### config.mk
export PLATFORM = sky130hd
export DESIGN_NAME = seq_detect_prog
export DESIGN_NICKNAME = d
export VERILOG_FILES = /design/src/rtl/seq_detect_pkg.sv /design/src/rtl/sat_counter.sv /design/src/rtl/seq_detect_prog.sv
export SDC_FILE = /design/constraint.sdc
export NUM_CORES = 1
export LEC_CHECK = 0
export CAP_MARGIN = 20
export CELL_PAD_IN_SITES_DETAIL_PLACEMENT = 0
export CELL_PAD_IN_SITES_GLOBAL_PLACEMENT = 1
export CORE_ASPECT_RATIO = 1.5
export CORE_MARGIN = 2
export CORE_UTILIZATION = 30
export DETAILED_ROUTE_END_ITERATION = 8
export PLACE_DENSITY_LB_ADDON = 0.1
export SLEW_MARGIN = 20
export SYNTH_ARGS = -nofsm -noshare
export SYNTH_HDL_FRONTEND = slang
export SYNTH_SLANG_ARGS = --single-unit
### constraint.sdc
create_clock -name clk -period 4.1 [get_ports clk]
set_clock_uncertainty 0.05 [all_clocks]
set_input_delay 0.41 -clock clk [delete_from_list [all_inputs] [get_ports clk]]
set_output_delay 0.41 -clock clk [all_outputs]
set_load 0.05 [all_outputs]
### src/rtl/seq_detect_pkg.sv
`default_nettype none
// ============================================================================
// Module   : seq_detect_pkg
// Purpose  : Shared constants and helpers for the programmable serial
//            pattern detector (length limits, mode encodings, the
//            length-field width function).
// Ports    : none (package)
// Revision : 1.0  initial release
// ============================================================================
package seq_detect_pkg;

  // Upper bound on the pattern length any instance may be built for.
  localparam int SEQ_MAX_LEN_LIM = 32;

  // Match-mode encodings for cfg_overlap / the active ovl flag.
  localparam logic MODE_NOVL = 1'b0;
  localparam logic MODE_OVL  = 1'b1;

  // Width of a field able to hold every length value 0..max_len.
  function automatic int clen(input int max_len);
    return $clog2(max_len + 1);
  endfunction

endpackage : seq_detect_pkg
`default_nettype wire

### src/rtl/sat_counter.sv
`default_nettype none
// ============================================================================
// Module   : sat_counter
// Purpose  : Up-counter that sticks at its all-ones value; synchronous
//            clear has priority over increment.
// Ports    : clk   in   clock, rising edge
//            rst_n in   asynchronous active-low reset
//            inc   in   count one event this cycle
//            clr   in   synchronous clear (wins over inc)
//            cnt   out  W-bit saturating count
// Revision : 1.0  initial release
// ============================================================================
module sat_counter #(
  parameter int W = 8
) (
  input  logic         clk,
  input  logic         rst_n,
  input  logic         inc,
  input  logic         clr,
  output logic [W-1:0] cnt
);

  logic [W-1:0] cnt_q;
  logic [W-1:0] cnt_d;

  always_comb begin
    cnt_d = cnt_q;
    if (clr) begin
      cnt_d = '0;
    end else if (inc && (cnt_q != {W{1'b1}})) begin
      cnt_d = cnt_q + W'(1);
    end
  end

  always_ff @(posedge clk or negedge rst_n) begin
    if (!rst_n) begin
      cnt_q <= '0;
    end else begin
      cnt_q <= cnt_d;
    end
  end

  assign cnt = cnt_q;

endmodule : sat_counter
`default_nettype wire

### src/rtl/seq_detect_prog.sv
`default_nettype none
// ============================================================================
// Module   : seq_detect_prog
// Purpose  : Runtime-programmable serial bit-pattern detector. Compares a
//            sliding window of received bits against a loadable pattern of
//            selectable length, in overlapping or non-overlapping mode.
// Ports    : clk, rst_n           clock / async active-low reset
//            in_valid, x          qualified serial bit
//            cfg_load             strobe loading cfg_pattern/cfg_len/cfg_overlap
//            cfg_pattern          right-aligned pattern, bit len-1 received first
//            cfg_len              pattern length (legal 2..MAX_LEN)
//            cfg_overlap          1 = overlapping matches allowed
//            cnt_clr              synchronous clear of match_cnt
//            z                    Mealy match (same cycle as last pattern bit)
//            z_q                  z delayed one cycle
//            match_cnt            saturating match count
//            cfg_err              one-cycle pulse on an illegal load
// Revision : 1.0  initial release
// ============================================================================
module seq_detect_prog
  import seq_detect_pkg::*;
#(
  parameter int                 MAX_LEN = 8,
  parameter int                 CNT_W   = 8,
  parameter logic [MAX_LEN-1:0] PAT_RST = MAX_LEN'(8'b0010_1011),
  parameter int                 LEN_RST = 6
) (
  input  logic                      clk,
  input  logic                      rst_n,
  input  logic                      in_valid,
  input  logic                      x,
  input  logic                      cfg_load,
  input  logic [MAX_LEN-1:0]        cfg_pattern,
  input  logic [clen(MAX_LEN)-1:0]  cfg_len,
  input  logic                      cfg_overlap,
  input  logic                      cnt_clr,
  output logic                      z,
  output logic                      z_q,
  output logic [CNT_W-1:0]          match_cnt,
  output logic                      cfg_err
);

  localparam int LW = clen(MAX_LEN);

  if (MAX_LEN < 2 || MAX_LEN > SEQ_MAX_LEN_LIM) begin : g_bad_max_len
    $error("seq_detect_prog: MAX_LEN out of range");
  end

  logic [MAX_LEN-2:0] hist_q, hist_d;
  logic [LW-1:0]      hcnt_q, hcnt_d;
  logic [MAX_LEN-1:0] pat_q, pat_d;
  logic [LW-1:0]      len_q, len_d;
  logic               ovl_q, ovl_d;
  logic               z_q_d;
  logic               cfg_err_q, cfg_err_d;

  // Full comparison window: stored history plus the bit arriving now.
  logic [MAX_LEN-1:0] window;
  logic [MAX_LEN-1:0] bit_ok;
  logic               hist_full;
  logic               cfg_ok;

  assign window = {hist_q, x};

  // Positions at or above the active length are don't-care, so the compare
  // collapses to the low len bits of the window.
  for (genvar i = 0; i < MAX_LEN; i++) begin : g_cmp
    assign bit_ok[i] = (LW'(i) >= len_q) || (window[i] == pat_q[i]);
  end

  // len_q is never below 2, so len_q-1 cannot wrap.
  assign hist_full = (hcnt_q >= (len_q - LW'(1)));
  assign z         = in_valid && !cfg_load && hist_full && (&bit_ok);
  assign cfg_ok    = (cfg_len >= LW'(2)) && (cfg_len <= LW'(MAX_LEN));

  always_comb begin
    hist_d    = hist_q;
    hcnt_d    = hcnt_q;
    pat_d     = pat_q;
    len_d     = len_q;
    ovl_d     = ovl_q;
    z_q_d     = z;
    cfg_err_d = 1'b0;

    if (cfg_load) begin
      // Any bit presented with a load is dropped; history restarts either way.
      hcnt_d = '0;
      if (cfg_ok) begin
        pat_d = cfg_pattern;
        len_d = cfg_len;
        ovl_d = cfg_overlap;
      end else begin
        cfg_err_d = 1'b1;
      end
    end else if (in_valid) begin
      hist_d = window[MAX_LEN-2:0];
      if (z && (ovl_q == MODE_NOVL)) begin
        // Consumed bits may not contribute to the next match.
        hcnt_d = '0;
      end else if (hcnt_q != LW'(MAX_LEN - 1)) begin
        hcnt_d = hcnt_q + LW'(1);
      end
    end
  end

  always_ff @(posedge clk or negedge rst_n) begin
    if (!rst_n) begin
      hist_q    <= '0;
      hcnt_q    <= '0;
      pat_q     <= PAT_RST;
      len_q     <= LW'(LEN_RST);
      ovl_q     <= MODE_OVL;
      z_q       <= 1'b0;
      cfg_err_q <= 1'b0;
    end else begin
      hist_q    <= hist_d;
      hcnt_q    <= hcnt_d;
      pat_q     <= pat_d;
      len_q     <= len_d;
      ovl_q     <= ovl_d;
      z_q       <= z_q_d;
      cfg_err_q <= cfg_err_d;
    end
  end

  assign cfg_err = cfg_err_q;

  sat_counter #(
    .W (CNT_W)
  ) u_match_cnt (
    .clk   (clk),
    .rst_n (rst_n),
    .inc   (z),
    .clr   (cnt_clr),
    .cnt   (match_cnt)
  );

endmodule : seq_detect_prog
`default_nettype wire

==> impl_metrics.toml <==
[outcome]
run_status = "complete, no violations"

[flow_run]
max_cap_viol_count = 0

[placed_design]
place.gp.congestion = 0.769
dpl_cell_area_sq_um = 2270
dp_hpwl_mm = 3.15
port_buffers = 29

[clocking]
postCtsSetupBuffers = 0
ctsHoldBuffers = 0
post_cts_resize_count = 0
cts_made_buffers = 5
clk_pin_slew_ps = 70
cts_root_buf = "clkbuf_8"
cts_buffer_depth = 2
tritoncts = "built"
clock_latency_ps = 290
htree_levels = 2
clkSinkCount = 34

[drt]
drc = 0
vias = 1413
routed_wl_mm = 4.23
vias_per_cell = 5.05
ant_nets = 0
post_drt_wl_per_cell_um = 15.1
drt-pass1-iter-count = 4
drtIter0Drc = 28

[sta]
rsz0062_at_grt = "false"
slew_violations = 0
period_needed_ps = 3500
hold_viol = 0
max_freq_ghz = 0.285
final-setup-viol-count = 0
finalSetupTns_ps = 0
tightest_slew_ps = 571
whs_ps = 481
period_share_pct = 85.5
relSlewSlack_pct = 62.0

[setup_path]
critPathBufInv = 2
arrival_ps = 3040
critPathTopFamily = "buffers and inverters"
crit_path_start_kind = "register"
slowest_delay_ps = 820
critPathMaxFanout = 6
endpoint_kind = "output pin"
worst_path_max_delay_cell = "clkdlybuf4s50_1"
cp_common_cell = "ha_1"
critical_path_required_ps = 3640
setup.worst_path.class = "register to output pin"
crit_chain = "inv_1 -> ha_1 -> xnor2_1 -> ha_1 -> nand2_1 -> o21ai_0 -> and3_2 -> clkdlybuf4s50_1"

[final_layout]
fin_nets = 235
syn2layout_area_growth_pct = 23.1
stdcell_area_sq_um = 2360
regArea_sq_um = 860
utilization_pct = 38.2
n_antenna_cell = 0
drive_gt1_share_pct = 21.4
nFillCells = 614
multiInputGateArea_sq_um = 983

[floorplanning]
die_h_um = 102
fp.dieW_um = 69.2
coreArea_sq_um = 6170
ios = 30
start_util_pct = 31.0
die_area_sq_um = 7050
rows = 35

[synthesis]
async_flop_share_pct = 100
synth_area_leaders = "dfrtp_1 35%, mux2_2 11%, dfstp_2 9.6%"
synth_top_area_share_pct = 35.3
synth_seq_area_share_pct = 44.9
synth_top_family_by_area = "simple AND/OR/NAND/NOR gates"
synth-xor-area-share_pct = 5.03
syn_avg_cell_area_sq_um = 11.1
ys_warn_count = 0
synth_compound_area_share_pct = 9.54
synth_edf_count = 0
yosys-mux-area-fraction_pct = 11.7
synth.distinct_cells = 44
syn-num-nets = 203
synthCells = 173
yosys.area_share.simple_pct = 17.9
syn_area_sq_um = 1920
synthAdderAreaFrac_pct = 7.18
yosys.area.top_type = "dfrtp_1"
synth_ff_type = "dfrtp_1"
ys_ff_latch = 34

[global_routing]
met2_usage_pct = 24.7
grt_use_met1_pct = 14.0
grt_busiest_layer = "met2"
grt_overflow_total = 0
first_global_vias = 1536
grt_max_degree = 35
grt_pass1_wl_mm = 7.20
met3_usage_pct = 2.56
grt_use_total_pct = 13.0
antenna_found_initial = 0

[power]
pwr-share-seq_pct = 47.0
max-vdd-ir-drop_mv = 0.154
powerDensity_nw_per_um2 = 406
leakagePower_nw = 0.957
comb_power_share_pct = 25.9
p_int_mw = 0.663
p_clk_share_pct = 27.1
switchingPower_mw = 0.294
swShare_pct = 30.7

[hold_path]
hold_path.class = "register to register"
## synthesized netlist by cell type (2+ instances only)
library cell / n
a21oi_1: 16
buf_6: 3
dfrtp_1: 27
dfstp_2: 7
ha_1: 11
inv_1: 7
mux2_2: 19
nand2_1: 9
nand2b_1: 4
nand3_1: 4
nand3b_1: 2
nand4_1: 2
nor2_1: 8
nor3_1: 3
o21ai_0: 9
o31ai_1: 3
or3_1: 3
xnor2_1: 9
xor2_1: 2
## path summary, 6_finish.rpt
| kind | startpoint | end | slack (ps) | depth (start not counted) |
|---|---|---|---|---|
| worst max-delay path | len_q[1] | z | 600 | 8 |
| worst min-delay path | hist_q[6] | hist_q[6] | 480 | 1 |
| worst max register to register | len_q[1] | u_match_cnt.cnt[5] | 1280 | 9 |
| worst min register to register | hist_q[6] | hist_q[6] | 480 | 1 |
| max in group asynchronous | rst_n | len_q[2] | 3160 | 2 |
| min in group asynchronous | rst_n | u_match_cnt.cnt[1] | 490 | 2 |
## placed cells by master (no fill, tap or decap), types with 3 or more instances in the layout
cell             count
nor2_1               8
a21oi_1             16
xnor2_1              9
inv_1                7
clkdlybuf4s50_1     29
nand2b_1             4
nor3_1               3
mux2_2              19
o31ai_1              3
nand3_1              4
dfstp_2              7
o21ai_0              9
dfrtp_1             27
or3_1                3
clkbuf_8             6
nand2_1              9
ha_1                11
## worst register-to-register path, cell delays in order (launching register included)
cell and delay [ps]:
dfstp_2 580, inv_1 90, ha_1 220, xnor2_1 130, ha_1 280, nand2_1 40, o21ai_0 310, nand4_2 350
or4_1 550, a21oi_1 150
## state kept, by name, indices dropped and copies added (netlist names)
name	count
u_match_cnt.cnt	8
hist_q	7
ovl_q	1
pat_q	8
hcnt_q	4
len_q	4
cfg_err	1
z_q	1
## per-stage QoR
step | instances | total power [mW] | setup slack (ps)
detailed placement | 272 | 0.708 | 871
finish | 280 | 0.957 | 595
global placement | 272 | 0.697 | 955
floorplan | 173 | 0.631 | 1700
global route | 280 | 1.03 | 401
CTS | 280 | 0.974 | 548
## kinds of logic (layout without fill, tap and decap cells)
logic type | Yosys count | after routing
and+or+nand+nor | 52 | 52
DFF | 34 | 34
AOI/OAI and AO/OA | 32 | 32
muxes | 20 | 20
buffers and inverters | 13 | 46
adders and majority gates | 11 | 11
xor gates and xnor gates | 11 | 11
## cell type report
cell class | instances | share of cell area (%)
Clock inverter | 1 | 0.212
Timing Repair Buffer | 31 | 12.9
Clock buffer | 7 | 3.66
Tap cell | 74 | 3.93
Inverter | 7 | 1.11
Multi-Input combinational cell | 126 | 41.7
Sequential cell | 34 | 36.4
## power groups by stage
stage               sequential, mW  combinational (mW)  clock, mW
finish                       0.450               0.247      0.260
detailed placement           0.458               0.251          0
floorplan                    0.439               0.192          0
CTS                          0.451               0.254      0.269
global route                 0.460               0.277      0.288
global placement             0.452               0.245          0
## routing by layer
| metal | wire length [um] | vias to the layer above | share of wire (%) |
|---|---|---|---|
| li1 | - | 679 | - |
| met1 | 1740 | 704 | 41 |
| met2 | 2300 | 24 | 54 |
| met3 | 118 | 6 | 2.8 |
| met4 | 74 | 0 | 1.8 |
| met5 | 0 | - | 0 |
Power figures use the tool's default switching activity.
